--- src/rtl/decode_lsps_scalar.sv ---
`default_nettype none
// ============================================================================
//  Module      : decode_lsps_scalar
//  Description : Sequential LSP decoder. For each of ten orders, reads the
//                codebook ROM entry selected by the masked index field and
//                converts the Hz value to radians (Q16.16). Coefficients are
//                emitted one at a time, in order, with lsp_valid strobes.
//  Revision    : 1.0 - initial release
// ============================================================================
module decode_lsps_scalar #(
    parameter int             N       = 32,
    parameter int             Q       = 16,
    parameter logic [N-1:0]   HZTORAD = 32'd51
) (
    input  logic          clk,
    input  logic          rst,
    input  logic          start,
    input  logic [49:0]   indexes,
    output logic [7:0]    cb_addr,
    output logic          cb_rden,
    input  logic [N-1:0]  cb_data,
    output logic [N-1:0]  lsp_out,
    output logic [3:0]    lsp_order,
    output logic          lsp_valid,
    output logic          busy,
    output logic          done
);

    typedef enum logic [2:0] {
        S_IDLE    = 3'd0,
        S_ISSUE   = 3'd1,
        S_WAIT    = 3'd2,
        S_CAPTURE = 3'd3,
        S_EMIT    = 3'd4,
        S_DONE    = 3'd5
    } state_t;

    localparam logic [3:0] LAST_ORDER = 4'd9;

    state_t             state_q, state_d;
    logic [3:0]         i_q;
    logic [49:0]        indexes_q;
    logic [N-1:0]       lsp_hz_q;
    logic [7:0]         cb_addr_q;
    logic               cb_rden_q;
    logic [N-1:0]       lsp_out_q;
    logic [3:0]         lsp_order_q;
    logic               lsp_valid_q;
    logic               busy_q;
    logic               done_q;

    logic [4:0]         w_fields [10];
    logic [4:0]         w_sel;
    logic [3:0]         w_mask;
    logic [3:0]         w_eff;
    logic [7:0]         w_addr;
    logic signed [2*N-1:0] w_hz_ext;
    logic signed [2*N-1:0] w_k_ext;
    logic signed [2*N-1:0] w_prod;
    logic [N-1:0]       w_rad;
    logic               w_unused;

    // Split the latched index word into its ten 5-bit fields
    always_comb begin
        for (int k = 0; k < 10; k++) begin
            w_fields[k] = indexes_q[5*k +: 5];
        end
    end

    // Codebook size mask for the current order: 16 entries, then 8, 8, 4
    always_comb begin
        w_mask = 4'hF;
        if (i_q == 4'd7 || i_q == 4'd8) begin
            w_mask = 4'h7;
        end else if (i_q == 4'd9) begin
            w_mask = 4'h3;
        end
    end

    assign w_sel  = w_fields[i_q];
    assign w_eff  = w_sel[3:0] & w_mask;
    assign w_addr = {i_q, 4'b0000} + {4'b0000, w_eff};

    // Hz -> rad: signed full-width product, keep the middle word (truncating)
    assign w_hz_ext = {{N{lsp_hz_q[N-1]}}, lsp_hz_q};
    assign w_k_ext  = {{N{HZTORAD[N-1]}}, HZTORAD};
    assign w_prod   = w_hz_ext * w_k_ext;
    assign w_rad    = w_prod[Q+N-1:Q];
    assign w_unused = ^{w_prod[2*N-1:Q+N], w_prod[Q-1:0], w_sel[4]};

    // Next-state logic; one pass ISSUE->WAIT->CAPTURE->EMIT per order
    always_comb begin
        state_d = state_q;
        case (state_q)
            S_IDLE:    if (start) state_d = S_ISSUE;
            S_ISSUE:   state_d = S_WAIT;
            S_WAIT:    state_d = S_CAPTURE;
            S_CAPTURE: state_d = S_EMIT;
            S_EMIT:    state_d = (i_q == LAST_ORDER) ? S_DONE : S_ISSUE;
            S_DONE:    state_d = S_IDLE;
            default:   state_d = S_IDLE;
        endcase
    end

    // State register plus datapath and registered outputs keyed on current state
    always_ff @(posedge clk or negedge rst) begin
        if (!rst) begin
            state_q     <= S_IDLE;
            i_q         <= 4'd0;
            indexes_q   <= '0;
            lsp_hz_q    <= '0;
            cb_addr_q   <= 8'd0;
            cb_rden_q   <= 1'b0;
            lsp_out_q   <= '0;
            lsp_order_q <= 4'd0;
            lsp_valid_q <= 1'b0;
            busy_q      <= 1'b0;
            done_q      <= 1'b0;
        end else begin
            state_q     <= state_d;
            cb_rden_q   <= 1'b0;
            lsp_valid_q <= 1'b0;
            done_q      <= 1'b0;
            busy_q      <= (state_q != S_IDLE);
            case (state_q)
                S_IDLE: begin
                    if (start) begin
                        indexes_q <= indexes;
                        i_q       <= 4'd0;
                    end
                end
                S_ISSUE: begin
                    cb_addr_q <= w_addr;
                    cb_rden_q <= 1'b1;
                end
                S_CAPTURE: begin
                    lsp_hz_q <= cb_data;
                end
                S_EMIT: begin
                    lsp_out_q   <= w_rad;
                    lsp_order_q <= i_q;
                    lsp_valid_q <= 1'b1;
                    if (i_q != LAST_ORDER) begin
                        i_q <= i_q + 4'd1;
                    end
                end
                S_DONE: begin
                    done_q <= 1'b1;
                end
                default: begin
                end
            endcase
        end
    end

    assign cb_addr   = cb_addr_q;
    assign cb_rden   = cb_rden_q;
    assign lsp_out   = lsp_out_q;
    assign lsp_order = lsp_order_q;
    assign lsp_valid = lsp_valid_q;
    assign busy      = busy_q;
    assign done      = done_q;

endmodule
`default_nettype wire

--- config.mk ---
export PLATFORM = sky130hd
export DESIGN_NAME = decode_lsps_scalar
export DESIGN_NICKNAME = d
export VERILOG_FILES = /design/src/rtl/decode_lsps_scalar.sv
export SDC_FILE = /design/constraint.sdc
export NUM_CORES = 1
export LEC_CHECK = 0
export CORE_MARGIN = 2
export CORE_UTILIZATION = 52
export CTS_BUF_LIST = sky130_fd_sc_hd__clkbuf_4
export CTS_CLUSTER_SIZE = 16
export DETAILED_ROUTE_END_ITERATION = 8
export PLACE_DENSITY = 0.82
export SLEW_MARGIN = 10
export SYNTH_ARGS = -nofsm -noshare
export SYNTH_HDL_FRONTEND = slang
export SYNTH_SLANG_ARGS = --single-unit
--- constraint.sdc ---
create_clock -name clk -period 4.3 [get_ports clk]
set_input_delay 0.86 -clock clk [delete_from_list [all_inputs] [get_ports clk]]
set_output_delay 0.86 -clock clk [all_outputs]
set_load 0.01 [all_outputs]
==> results of run 1 <==
## layer usage
layer | part of all wire | track usage
met1 | 0.42 | 0.286
met2 | 0.50 | 0.399
met3 | 0.055 | 0.0504
met4 | 0.022 | 0.0811
met5 | 0 | 0
## cell usage after synthesis, types with 15 or more instances
cell,number
clkbuf_1,19
ha_1,107
xor2_1,16
dfrtp_1,118
nor2_1,30
a21oi_1,41
a21o_1,15
inv_1,135
mux2_2,75
nand2_1,66
fa_1,59
o21ai_0,39
## critical path, cell delays in order, from the launching register on
cell and delay, ns:
dfrtp_1 0.43, ha_1 0.32, fa_1 0.47, ha_1 0.30
inv_1 0.05, fa_1 0.49, inv_1 0.04, ha_1 0.37
a21oi_1 0.24, o21ai_0 0.13, a31oi_1 0.28, a31oi_2 0.24
and3_1 0.25, or4_1 0.41, nand3_1 0.10
## logic make-up after synthesis
kind of cell	Yosys count	synth area share
buffers and inverters	174	0.0757
xor gates and xnor gates	27	0.0254
DFF	118	0.317
muxes	91	0.119
adders and majority gates	166	0.271
AOI/OAI and AO/OA	161	0.114
and+or+nand+nor	149	0.0776
## sequential cells by signal, summed over array words and instances (netlist names)
name	flops
lsp_out	23
done	1
cb_rden	1
indexes_q	40
lsp_valid	1
lsp_order	4
state_q	3
i_q	4
lsp_hz_q	32
cb_addr	8
busy	1
## worst max path at each step
stage / to / startpoint / depth (start not counted) / slack, ns
2_1_floorplan: lsp_out[20] / lsp_hz_q[16] / 14 / 0.45
3_5_place_dp: lsp_out[21] / lsp_hz_q[7] / 14 / 0.13
4_1_cts: lsp_out[21] / lsp_hz_q[5] / 14 / 0.10
3_3_place_gp: lsp_out[20] / lsp_hz_q[3] / 14 / 0.19
6_report: lsp_out[30] / lsp_hz_q[8] / 14 / 0.11
5_1_grt: lsp_out[30] / lsp_hz_q[8] / 14 / -0.02
## layout make-up
cell class	instances	area, um^2	area share
clock buffers	17	128	0.0113
clock inverters	15	154	0.0137
diodes	1	2.50	0.000222
inverters	136	510	0.0453
multi-input cells	594	5750	0.510
flip-flops and latches	118	2950	0.262
well taps	225	282	0.0250
repair buffers	157	1490	0.133
## metrics by stage
step | cell area [um^2] | setup TNS (ns)
detailed placement | 10900 | 0
CTS | 11200 | 0
global route | 11300 | -0.0197
global placement | 10900 | 0
floorplan | 9300 | 0
finish | 11300 | 0
## what timing repair did
item,CTS,global route
endpoints found under the setup margin,0,8
gates resized for setup,0,17
setup buffers,0,0
==> results by group, run 1 <==
Outcome
  • Outcome: finished clean

Yosys
  • Async S/R FF share, synth: 1.00
  • Post-synth top area share: 0.317
  • Yosys top cell by area: dfrtp_1
  • Cells taking the most area after synthesis: dfrtp_1 (32%), ha_1 (14%), fa_1 (13%)
  • Top_reg_cell synth: dfrtp_1
  • Post-synth EDFFs: 0
  • Seq/Total Area, Yosys: 0.317
  • Cell variety after synth: 68
  • Synth Area per Inst: ~11 um^2
  • Gate Count Post-Synth: just under 900
  • Syn_nets: around 1100
  • YS warnings: 0
  • Seq cells post-synth: 118
  • Post-Syn Area: between 0.009 and 0.01 mm^2

Timing
  • Final setup viols: 0
  • Final Cycle Share: 0.975
  • Clk_skew: ~0.028 ns
  • Worst slew pin tran: between 0.9 and 1 ns
  • Maximum clock rate: 0.238 GHz
  • Hold Vio Cnt, Final: 0
  • Max_slew headroom: 0.360
  • Hold Worst Slack: roughly 0.37 ns
  • Slew Viols, Final: 0
  • Final WS setup: about 0.11 ns
  • Final min period: approximately 4.2 ns

Global routing
  • Gr usage total: 0.231
  • Largest net degree at the start of global routing: between 60 and 70
  • First-pass GRT wire length: approximately 34000 um
  • Vias in the first global route: 7243
  • Antenna violations before repair: 1
  • Remaining Overflow, GRT: 0

Layout
  • Final net count: ~1300
  • Commonest non-fill, non-tap cell in the layout: inv_1
  • Most frequent cells in the layout: inv_1 (135), clkdlybuf4s50_1 (121), dfrtp_1 (117), ha_1 (103), mux2_2 (75)
  • Post-route insts no fill: between 1000 and 1500
  • Layout Utilization: 0.647
  • P&R area growth vs syn: 21.2%
  • Layout cells sized above 1: 0.177
  • # fillers: about 1400

CTS
  • Sink Count: around 120
  • Worst-Skew Late Latency: between 0.5 and 0.6 ns
  • Cts bufs inserted: 17
  • CTS Buffer Depth: 2
  • Hold_buf cts: 0
  • Clock transition at path regs: 0.15 ns
  • CTS tree: built
  • CTS root buf: clkbuf_4
  • CTS H-Tree Depth: 4

Route
  • Pre-antenna DRT Iters: 8
  • DR WL/cell: 16.5 um
  • Final WL: approximately 21000 um
  • Initial DRC Count: about 420
  • DRC Markers: 0
  • Via count: 6983
  • Post-DRT Antenna Nets: 0
  • Vias per inst: around 5.5

Floorplan
  • Placeable Area: approximately 0.017 mm^2
  • Die area: about 0.019 mm^2
  • FP Rows: 48
  • Initial core utilization: 0.534
  • IO Pins: ~130
  • Die H: 138 um
  • Chip Width: roughly 140 um

Placement
  • Final RePlAce weighted congestion: roughly 0.85
  • Placed instance count: 1230
  • PortBufs: 122
  • HPWL Detailed: ~16000 um
  • Setup Slack @ Placement: between 0.1 and 0.15 ns

Run
  • Max Cap Viol: 0

Setup path
  • Element type at the critical path end: register
  • Critical Path RT: 4.81 ns
  • CP Class: register to register
  • R2r setup slk: roughly 0.11 ns
  • RR Startpoint: lsp_hz_q[8]
  • Crit path DAT: ~4.7 ns
  • Max FO, Critical Path: 7
  • Critical R2R Capture: lsp_out[30]
  • Worst setup SP type: register
  • Register-to-Register Path Depth: 14

Hold path
  • Min-delay worst type: input port to asynchronous set/reset pin
Power of run 1 is left out: the tool's default activity adds up to more than one toggle a clock period on the data nets, which glitch-free logic cannot reach.
==> inputs of run 2 (changes only) <==
--- a/config.mk
+++ b/config.mk
@@ -11,6 +11,7 @@
 export CTS_CLUSTER_SIZE = 16
 export DETAILED_ROUTE_END_ITERATION = 8
 export PLACE_DENSITY = 0.82
+export SKIP_CTS_REPAIR_TIMING = 1
 export SLEW_MARGIN = 10
 export SYNTH_ARGS = -nofsm -noshare
 export SYNTH_HDL_FRONTEND = slang
==> results of run 2 <==
No change in the layout: final DEF, timing and power equal those of run 1.
Power of run 2 is left out for the same reason.
==> inputs of run 3 (changes only) <==
--- a/config.mk
+++ b/config.mk
@@ -11,8 +11,9 @@
 export CTS_CLUSTER_SIZE = 16
 export DETAILED_ROUTE_END_ITERATION = 8
 export PLACE_DENSITY = 0.82
+export REMOVE_ABC_BUFFERS = 1
 export SKIP_CTS_REPAIR_TIMING = 1
-export SLEW_MARGIN = 10
+export SLEW_MARGIN = 20
 export SYNTH_ARGS = -nofsm -noshare
 export SYNTH_HDL_FRONTEND = slang
 export SYNTH_SLANG_ARGS = --single-unit
==> run 3 against run 2 <==
Compared with the run above:
- sequential cell count unchanged
- wire length down 6.8%
- final cell count down 0.24%
- highest routed layer unchanged
==> results by group, run 3 (synthesis results as in run 1) <==
Floorplan
  • Die area: between 0.015 and 0.02 mm^2
  • IO Pins: about 130
  • Chip Width: 138 um
  • Initial core utilization: 0.534
  • Die H: 138 um
  • FP Rows: between 40 and 50
  • Placeable Area: 0.0174 mm^2

Placement
  • Final RePlAce weighted congestion: around 0.9
  • HPWL Detailed: roughly 15000 um
  • PortBufs: between 100 and 150
  • Setup Slack @ Placement: roughly 0.079 ns

CTS
  • Worst-Skew Late Latency: approximately 0.55 ns
  • CTS Buffer Depth: 2
  • Sink Count: 118
  • CTS root buf: clkbuf_4
  • Cts bufs inserted: 17
  • Clock transition at path regs: roughly 0.12 ns
  • CTS tree: built
  • CTS H-Tree Depth: 4

Layout
  • Commonest non-fill, non-tap cell in the layout: inv_1
  • Top reg by flops: indexes_q
  • # fillers: roughly 1400
  • Layout cells sized above 1: 0.165
  • P&R area growth vs syn: 20.1%
  • Max FFs per register: 40
  • Final net count: 1272
  • Most frequent cells in the layout: inv_1 (135), clkdlybuf4s50_1 (121), dfrtp_1 (116), ha_1 (106), mux2_2 (75)

Run
  • Max Cap Viol: 0

Timing
  • Worst slew pin tran: 0.925 ns
  • Slew Viols, Final: 0
  • Maximum clock rate: about 0.24 GHz
  • Setup TNS Final: 0 ns
  • Final WS setup: 0.186 ns
  • Final min period: 4.11 ns
  • Clk_skew: 0.0147 ns
  • RSZ-0062 raised after global routing: no
  • Hold Vio Cnt, Final: 0
  • Final setup viols: 0
  • Final Cycle Share: 0.957
  • Hold Worst Slack: approximately 0.32 ns
  • Max_slew headroom: 0.383

Route
  • Post-DRT Antenna Nets: 0
  • DR WL/cell: around 15 um
  • Pre-antenna DRT Iters: 4
  • Final WL: approximately 19000 um
  • Initial DRC Count: 333
  • Via count: roughly 6700
  • Vias per inst: roughly 5.3
  • DRC Markers: 0

Setup path
  • Crit-path most repeated cell: ha_1
  • Register-to-Register Path Depth: 14
  • CP Class: register to register
  • CP peak stage delay: 0.49 ns
  • Crit path DAT: about 4.5 ns
  • RR Startpoint: lsp_hz_q[5]
  • Crit-path cells: ha_1 -> fa_1 -> ha_1 -> inv_1 -> fa_1 -> inv_1 -> ha_1 -> a21oi_1 -> o21ai_1 -> a2111oi_4 -> o2bb2ai_2 -> o32a_1 -> xnor2_1 -> o21ai_1
  • Critical R2R Capture: lsp_out[21]
  • CP max stage cell: fa_1
  • Element type at the critical path end: register
  • R2r setup slk: ~0.19 ns
  • Max FO, Critical Path: 5
  • Worst setup SP type: register
  • Critical Path RT: around 4.7 ns

Global routing
  • Remaining Overflow, GRT: 0
  • First-pass GRT wire length: about 33000 um
  • Largest net degree at the start of global routing: 56
  • Antenna violations before repair: 1
  • Vias in the first global route: around 7000
  • Gr usage total: 0.224

Outcome
  • Outcome: finished clean

Hold path
  • Min-delay worst type: input port to asynchronous set/reset pin
[run 3: changes by cell type in the layout (fill, tap and decap cells not counted), sizes merged]
cell,delta
bufinv,+1
clkinv,+6
clkinvlp,+1
inv,-8
buf,-3
[run 3: area by class of cell]
class	instances	area [um^2]	share of cell area
tap	225	282	0.0252
multi-input combinational	594	5700	0.510
timing repair buffer	154	1460	0.131
sequential	118	2960	0.265
antenna	1	2.50	0.000224
clock buffer	17	128	0.0114
inverter	136	510	0.0457
clock inverter	15	136	0.0122
[run 3: worst max path at each step]
| stage | startpoint | to | slack, ns | cells past startpoint |
|---|---|---|---|---|
| 4_1_cts | lsp_hz_q[5] | lsp_out[21] | 0.06 | 14 |
| 5_1_grt | lsp_hz_q[14] | lsp_out[15] | 0.001 | 13 |
| 3_5_place_dp | lsp_hz_q[5] | lsp_out[21] | 0.08 | 14 |
| 3_3_place_gp | lsp_hz_q[5] | lsp_out[21] | 0.13 | 14 |
| 2_1_floorplan | lsp_hz_q[16] | lsp_out[20] | 0.44 | 14 |
| 6_report | lsp_hz_q[5] | lsp_out[21] | 0.19 | 14 |
[run 3: critical path: cells and delay by family (launching register included)]
kind            cells  cell delay, ns
xor+xnor            1            0.14
buf+inv             2            0.09
compound gates      6            1.37
fa+ha+maj           5            1.92
flops               1            0.48
[run 3: layer usage]
layer  GRT usage  routed length, um  vias to the layer above
met4      0.0714                366                        0
met1       0.272               8300                     3189
li1            -                  -                     3301
met5           0                  0                        -
met3      0.0787               1360                       31
met2       0.373               9380                      161
[run 3: through the flow]
stage / instances / cell area (um^2) / utilization
6_report: 1260 / 11200 / 0.641
5_1_grt: 1260 / 11200 / 0.641
4_1_cts: 1258 / 11100 / 0.638
3_5_place_dp: 1226 / 10900 / 0.623
3_3_place_gp: 1226 / 10900 / 0.623
2_1_floorplan: 848 / 9110 / -
Power of run 3 is left out for the same reason.
